===== src/rtl/uart_tx.sv =====
// rtl/uart_tx.sv - byte FIFO feeding an 8N1 (optional even parity) serial transmitter
// Frames advance only on i_tick; the FIFO accepts pushes on any cycle.
module uart_tx #(
    parameter int FIFO_DEPTH = 4,
    parameter bit PARITY_EN  = 1'b0
) (
    input  logic       i_clk,
    input  logic       i_rst_n,
    input  logic       i_tick,
    input  logic [7:0] i_data,
    input  logic       i_valid,
    output logic       o_ready,
    output logic       o_tx,
    output logic       o_busy,
    output logic [4:0] o_level
);

    localparam int              PW      = (FIFO_DEPTH > 1) ? $clog2(FIFO_DEPTH) : 1;
    localparam logic [4:0]      DEPTH_L = 5'(FIFO_DEPTH);
    localparam logic [PW-1:0]   PTR_ONE = PW'(1);

    typedef enum logic [2:0] {
        ST_IDLE,
        ST_START,
        ST_DATA,
        ST_PARITY,
        ST_STOP
    } state_t;

    state_t        state_q, state_d;
    logic [7:0]    mem_q [FIFO_DEPTH];
    logic [PW-1:0] wr_ptr_q, wr_ptr_d;
    logic [PW-1:0] rd_ptr_q, rd_ptr_d;
    logic [4:0]    level_q, level_d;
    logic [7:0]    shift_q, shift_d;
    logic [2:0]    bit_cnt_q, bit_cnt_d;
    logic          tx_q, tx_d;
    logic          push, pop;

    assign o_ready = (level_q != DEPTH_L);
    assign push    = i_valid && o_ready;
    // Pops only at frame boundaries, using the pre-edge count (no push bypass).
    assign pop     = i_tick && (level_q != 5'd0) &&
                     ((state_q == ST_IDLE) || (state_q == ST_STOP));

    always_comb begin
        wr_ptr_d = wr_ptr_q;
        rd_ptr_d = rd_ptr_q;
        level_d  = level_q;
        if (push) begin
            wr_ptr_d = wr_ptr_q + PTR_ONE;
        end
        if (pop) begin
            rd_ptr_d = rd_ptr_q + PTR_ONE;
        end
        case ({push, pop})
            2'b10:   level_d = level_q + 5'd1;
            2'b01:   level_d = level_q - 5'd1;
            default: level_d = level_q;
        endcase
    end

    // Shift register rotates so its XOR still equals the byte parity after bit 7.
    always_comb begin
        state_d   = state_q;
        shift_d   = shift_q;
        bit_cnt_d = bit_cnt_q;
        tx_d      = tx_q;
        if (i_tick) begin
            case (state_q)
                ST_IDLE: begin
                    if (pop) begin
                        shift_d = mem_q[rd_ptr_q];
                        state_d = ST_START;
                        tx_d    = 1'b0;
                    end
                end
                ST_START: begin
                    state_d   = ST_DATA;
                    bit_cnt_d = 3'd0;
                    tx_d      = shift_q[0];
                end
                ST_DATA: begin
                    if (bit_cnt_q == 3'd7) begin
                        bit_cnt_d = 3'd0;
                        if (PARITY_EN) begin
                            state_d = ST_PARITY;
                            tx_d    = ^shift_q;
                        end else begin
                            state_d = ST_STOP;
                            tx_d    = 1'b1;
                        end
                    end else begin
                        bit_cnt_d = bit_cnt_q + 3'd1;
                        shift_d   = {shift_q[0], shift_q[7:1]};
                        tx_d      = shift_q[1];
                    end
                end
                ST_PARITY: begin
                    state_d = ST_STOP;
                    tx_d    = 1'b1;
                end
                ST_STOP: begin
                    if (pop) begin
                        shift_d = mem_q[rd_ptr_q];
                        state_d = ST_START;
                        tx_d    = 1'b0;
                    end else begin
                        state_d = ST_IDLE;
                        tx_d    = 1'b1;
                    end
                end
                default: begin
                    state_d = ST_IDLE;
                    tx_d    = 1'b1;
                end
            endcase
        end
    end

    always_ff @(posedge i_clk) begin
        if (push) begin
            mem_q[wr_ptr_q] <= i_data;
        end
    end

    always_ff @(posedge i_clk or posedge i_rst_n) begin
        if (i_rst_n) begin
            state_q   <= ST_IDLE;
            wr_ptr_q  <= '0;
            rd_ptr_q  <= '0;
            level_q   <= 5'd0;
            shift_q   <= 8'd0;
            bit_cnt_q <= 3'd0;
            tx_q      <= 1'b1;
        end else begin
            state_q   <= state_d;
            wr_ptr_q  <= wr_ptr_d;
            rd_ptr_q  <= rd_ptr_d;
            level_q   <= level_d;
            shift_q   <= shift_d;
            bit_cnt_q <= bit_cnt_d;
            tx_q      <= tx_d;
        end
    end

    assign o_tx    = tx_q;
    assign o_busy  = (state_q != ST_IDLE);
    assign o_level = level_q;

endmodule


===== config.mk =====
export PLATFORM = sky130hd
export DESIGN_NAME = uart_tx
export DESIGN_NICKNAME = d
export VERILOG_FILES = /design/src/rtl/uart_tx.sv
export SDC_FILE = /design/constraint.sdc
export NUM_CORES = 1
export LEC_CHECK = 0
export CAP_MARGIN = 15
export CORE_ASPECT_RATIO = 0.9
export CORE_MARGIN = 2
export CORE_UTILIZATION = 39
export DETAILED_ROUTE_END_ITERATION = 6
export DONT_BUFFER_PORTS = 1
export MAX_ROUTING_LAYER = met4
export PLACE_DENSITY = 0.53
export RECOVER_POWER = 50
export SYNTH_ARGS = -nofsm -noshare
export SYNTH_HDL_FRONTEND = slang
export SYNTH_SLANG_ARGS = --single-unit

===== constraint.sdc =====
create_clock -name i_clk -period 2.5 [get_ports i_clk]
set_input_delay 0.375 -clock i_clk [delete_from_list [all_inputs] [get_ports i_clk]]
set_output_delay 0.375 -clock i_clk [all_outputs]
set_load 0.05 [all_outputs]

==> run summary, run 1 <==
Cell variety after synth: 40
Async SR Flop Fraction: 42.9%
r2r setup slk: 0.04 ns
status: finished clean
Critical Path RT: 2.70 ns
fin nets: 228
Final Slew Violations: 0
Clock power frac: 15.3%
Leak: 1.16 nW
Avg WL per Cell: 16.3 um
clk buf depth: 2
drt pass-1 iters: 4
Fin Hold WS: 0.155 ns
Worst R2R Path Depth: 11
Synth top area share: 36.5%
period utilisation layout: 98.2%
pin count of the biggest net entering global routing: 25
# clock sinks: 56
Cells after Synth: 192
#FFs+latches synth: 56
Sw Pwr: 1.47 mW
initial core utilization: 40.2%
initial antenna violation count: 0
Synth warnings: 0
max cap viols: 0
die extent in y: 81.9 um
Antenna Cells: 0
Area contributors post-synth: edfxtp_1, dfrtp_1, mux2_2, ha_1, mux2i_1
Placeable Area: 6550 sq um
CTS tree: built
Clock transition at path regs: 0.10 ns
post-synthesis sequential area ratio: 59.4%
die area: 7420 sq um
switching share of power: 38.4%
vias in the first global route: 1584
Initial DRC Count: 41
final WL: 4820 um
Max Fclk: 407 MHz
arrival time worst endpoint: 2.66 ns
Int Pwr: 2.35 mW
crit path capture type: flip-flop
I/O Buffers: 0
Worst Hold Class: primary input to async pin
FF-to-FF Start: o_level[3]
I/O pins: 20
Crit Reg-Reg Endpoint: o_level[4]
Top FF cell, synth: edfxtp_1
DRC: 0
fin util: 45.1%
Synth Area per Inst: 13.7 sq um
clock skew: 0.00955 ns
Flop pwr share: 40.3%
actual slew at the worst max-slew pin: 0.956 ns
post-DR vias/cell: 5.19
crit path max fanout: 5
fillers: 604
GRT Util Overall: 14.2%
share of cells above drive strength 1: 27.2%
first-pass GRT wire length: 7770 um
Tmin final: 2.46 ns
Cell Area, Synth: 2630 sq um
power density cells: 1290 nW/um^2
total CTS buffers: 5
clk_lat worst skew: 0.31 ns
RePlAce Congestion: 0.819
RSZ-0062 raised after global routing: true
Max transition margin: 36.2%
CP Class: flip-flop to flip-flop
Routed Antenna Nets: 0
htree depth: 2
area leader, netlist: edfxtp_1
Setup Viol. Count Final: 0
maximum vdd drop: 0.451 mV
DPL Wire Length: 3360 um
Worst setup SP type: flip-flop
GRT overflow: 0
via count: 1535
Rows: 28
Final Hold Fails: 0
Post-synth EDFFs: 32
CTS root buffer: clkbuf_8
combinational share of power: 44.4%
syn nets: 215
Die X: 90.6 um
Area growth, synth to finish: 12.2%
[metal layers]
layer	wire [um]	vias to the layer above	global-route usage (%)
li1	-	735	-
met1	2310	771	17.5
met2	2270	23	22.4
met3	201	6	4.22
met4	47	0	5.08
met5	0	-	-
[power by group through the flow]
stage / combinational, mW / sequential (mW) / clock, mW
CTS: 1.71 / 1.54 / 0.604
finish: 1.70 / 1.54 / 0.585
global route: 1.88 / 1.58 / 0.631
global placement: 1.63 / 1.54 / 0
detailed placement: 1.69 / 1.56 / 0
floorplan: 1.19 / 1.65 / 0
[cells by family (layout without fill, tap and decap cells)]
family,count (synthesis),count (layout),synth area share (%)
multiplexers,27,27,11.1
buffers and inverters,20,34,3.75
AND/OR/NAND/NOR,39,39,8.18
AO/OA/AOI/OAI,33,33,10.1
adder cells (fa/ha/maj),11,11,5.51
XOR/XNOR,6,6,2.00
flip-flops,56,56,59.4
[cells in the mapped netlist, types with 2 or more instances]
library cell and n:
nand2_1 9, o21a_1 2, ha_1 10, nor3_1 12
edfxtp_1 32, buf_2 4, nor2b_1 2, xnor2_1 3
a21o_1 2, o21ai_0 9, xor2_1 3, a22oi_1 3
nor2_1 3, or3_1 4, dfrtp_1 23, mux2i_1 10
mux2_2 17, a221o_1 8, and3_1 5, inv_1 11
[cells in the final DEF (no fill, tap or decap), types with 8 or more instances in the layout]
cell	n
edfxtp_1	32
dfrtp_1	19
mux2_2	17
buf_4	14
nor3_1	12
mux2i_1	10
inv_1	9
o21ai_0	9
nand2_1	8
a221o_1	8
ha_1	8
[final cells by class]
class / instances / area, sq um / area share (%)
Sequential cell: 56 / 1570 / 53.1
Multi-Input combinational cell: 116 / 1010 / 34.3
Clock buffer: 5 / 68.8 / 2.33
Tap cell: 90 / 113 / 3.81
Inverter: 12 / 45.0 / 1.52
Clock inverter: 3 / 42.5 / 1.44
Timing Repair Buffer: 14 / 105 / 3.56
[worst max-delay path by stage]
stage | from | to | slack (ns) | cells past startpoint
2_1_floorplan | o_level[3] | o_level[4] | -0.24 | 10
3_3_place_gp | o_level[3] | o_level[4] | 0.07 | 9
3_5_place_dp | o_level[3] | o_level[4] | -0.004 | 9
4_1_cts | o_level[4] | o_level[4] | 0.008 | 11
5_1_grt | o_level[3] | o_level[4] | -0.08 | 11
6_report | o_level[3] | o_level[4] | 0.04 | 11
[state kept, by name, summed over array words and instances (netlist names)]
name	flops
bit_cnt_q	3
mem_q	32
o_level	5
o_tx	1
rd_ptr_q	2
shift_q	8
state_q	3
wr_ptr_q	2
[per-stage QoR]
| step | std cells | cell area [sq um] | TNS, ns | setup WS [ns] | power [mW] |
|---|---|---|---|---|---|
| floorplan | 192 | 2660 | -0.236 | -0.236 | 2.84 |
| global placement | 287 | 2820 | 0 | 0.0709 | 3.17 |
| detailed placement | 287 | 2820 | -0.00384 | -0.00384 | 3.25 |
| CTS | 295 | 2940 | 0 | 0.00753 | 3.85 |
| global route | 296 | 2950 | -0.0800 | -0.0800 | 4.09 |
| finish | 296 | 2950 | 0 | 0.0442 | 3.82 |
[critical path, stage by stage (launching register included)]
cell,delay (ns)
dfrtp_2,0.44
nor4_4,0.36
nand2_4,0.08
and2_4,0.16
inv_2,0.06
ha_4,0.17
inv_2,0.06
fa_2,0.34
nor2b_1,0.12
o21a_1,0.17
mux2i_1,0.09
a311o_1,0.31
[what timing repair did]
| item | CTS | global route |
|---|---|---|
| pin swaps | 1 | 2 |
| gates resized for setup | 1 | 1 |
| hold buffers | 0 | 0 |
| endpoints found under the setup margin | 1 | 1 |
| setup buffers | 0 | 1 |
Power figures use the tool's default switching activity.
==> run 2, diff against run 1 <==
Settings changed: CTS_BUF_LIST from default to sky130_fd_sc_hd__clkbuf_4 sky130_fd_sc_hd__clkbuf_8.
==> results of run 2 <==
Same layout as run 1: the final DEF is identical, and so are final timing and power.
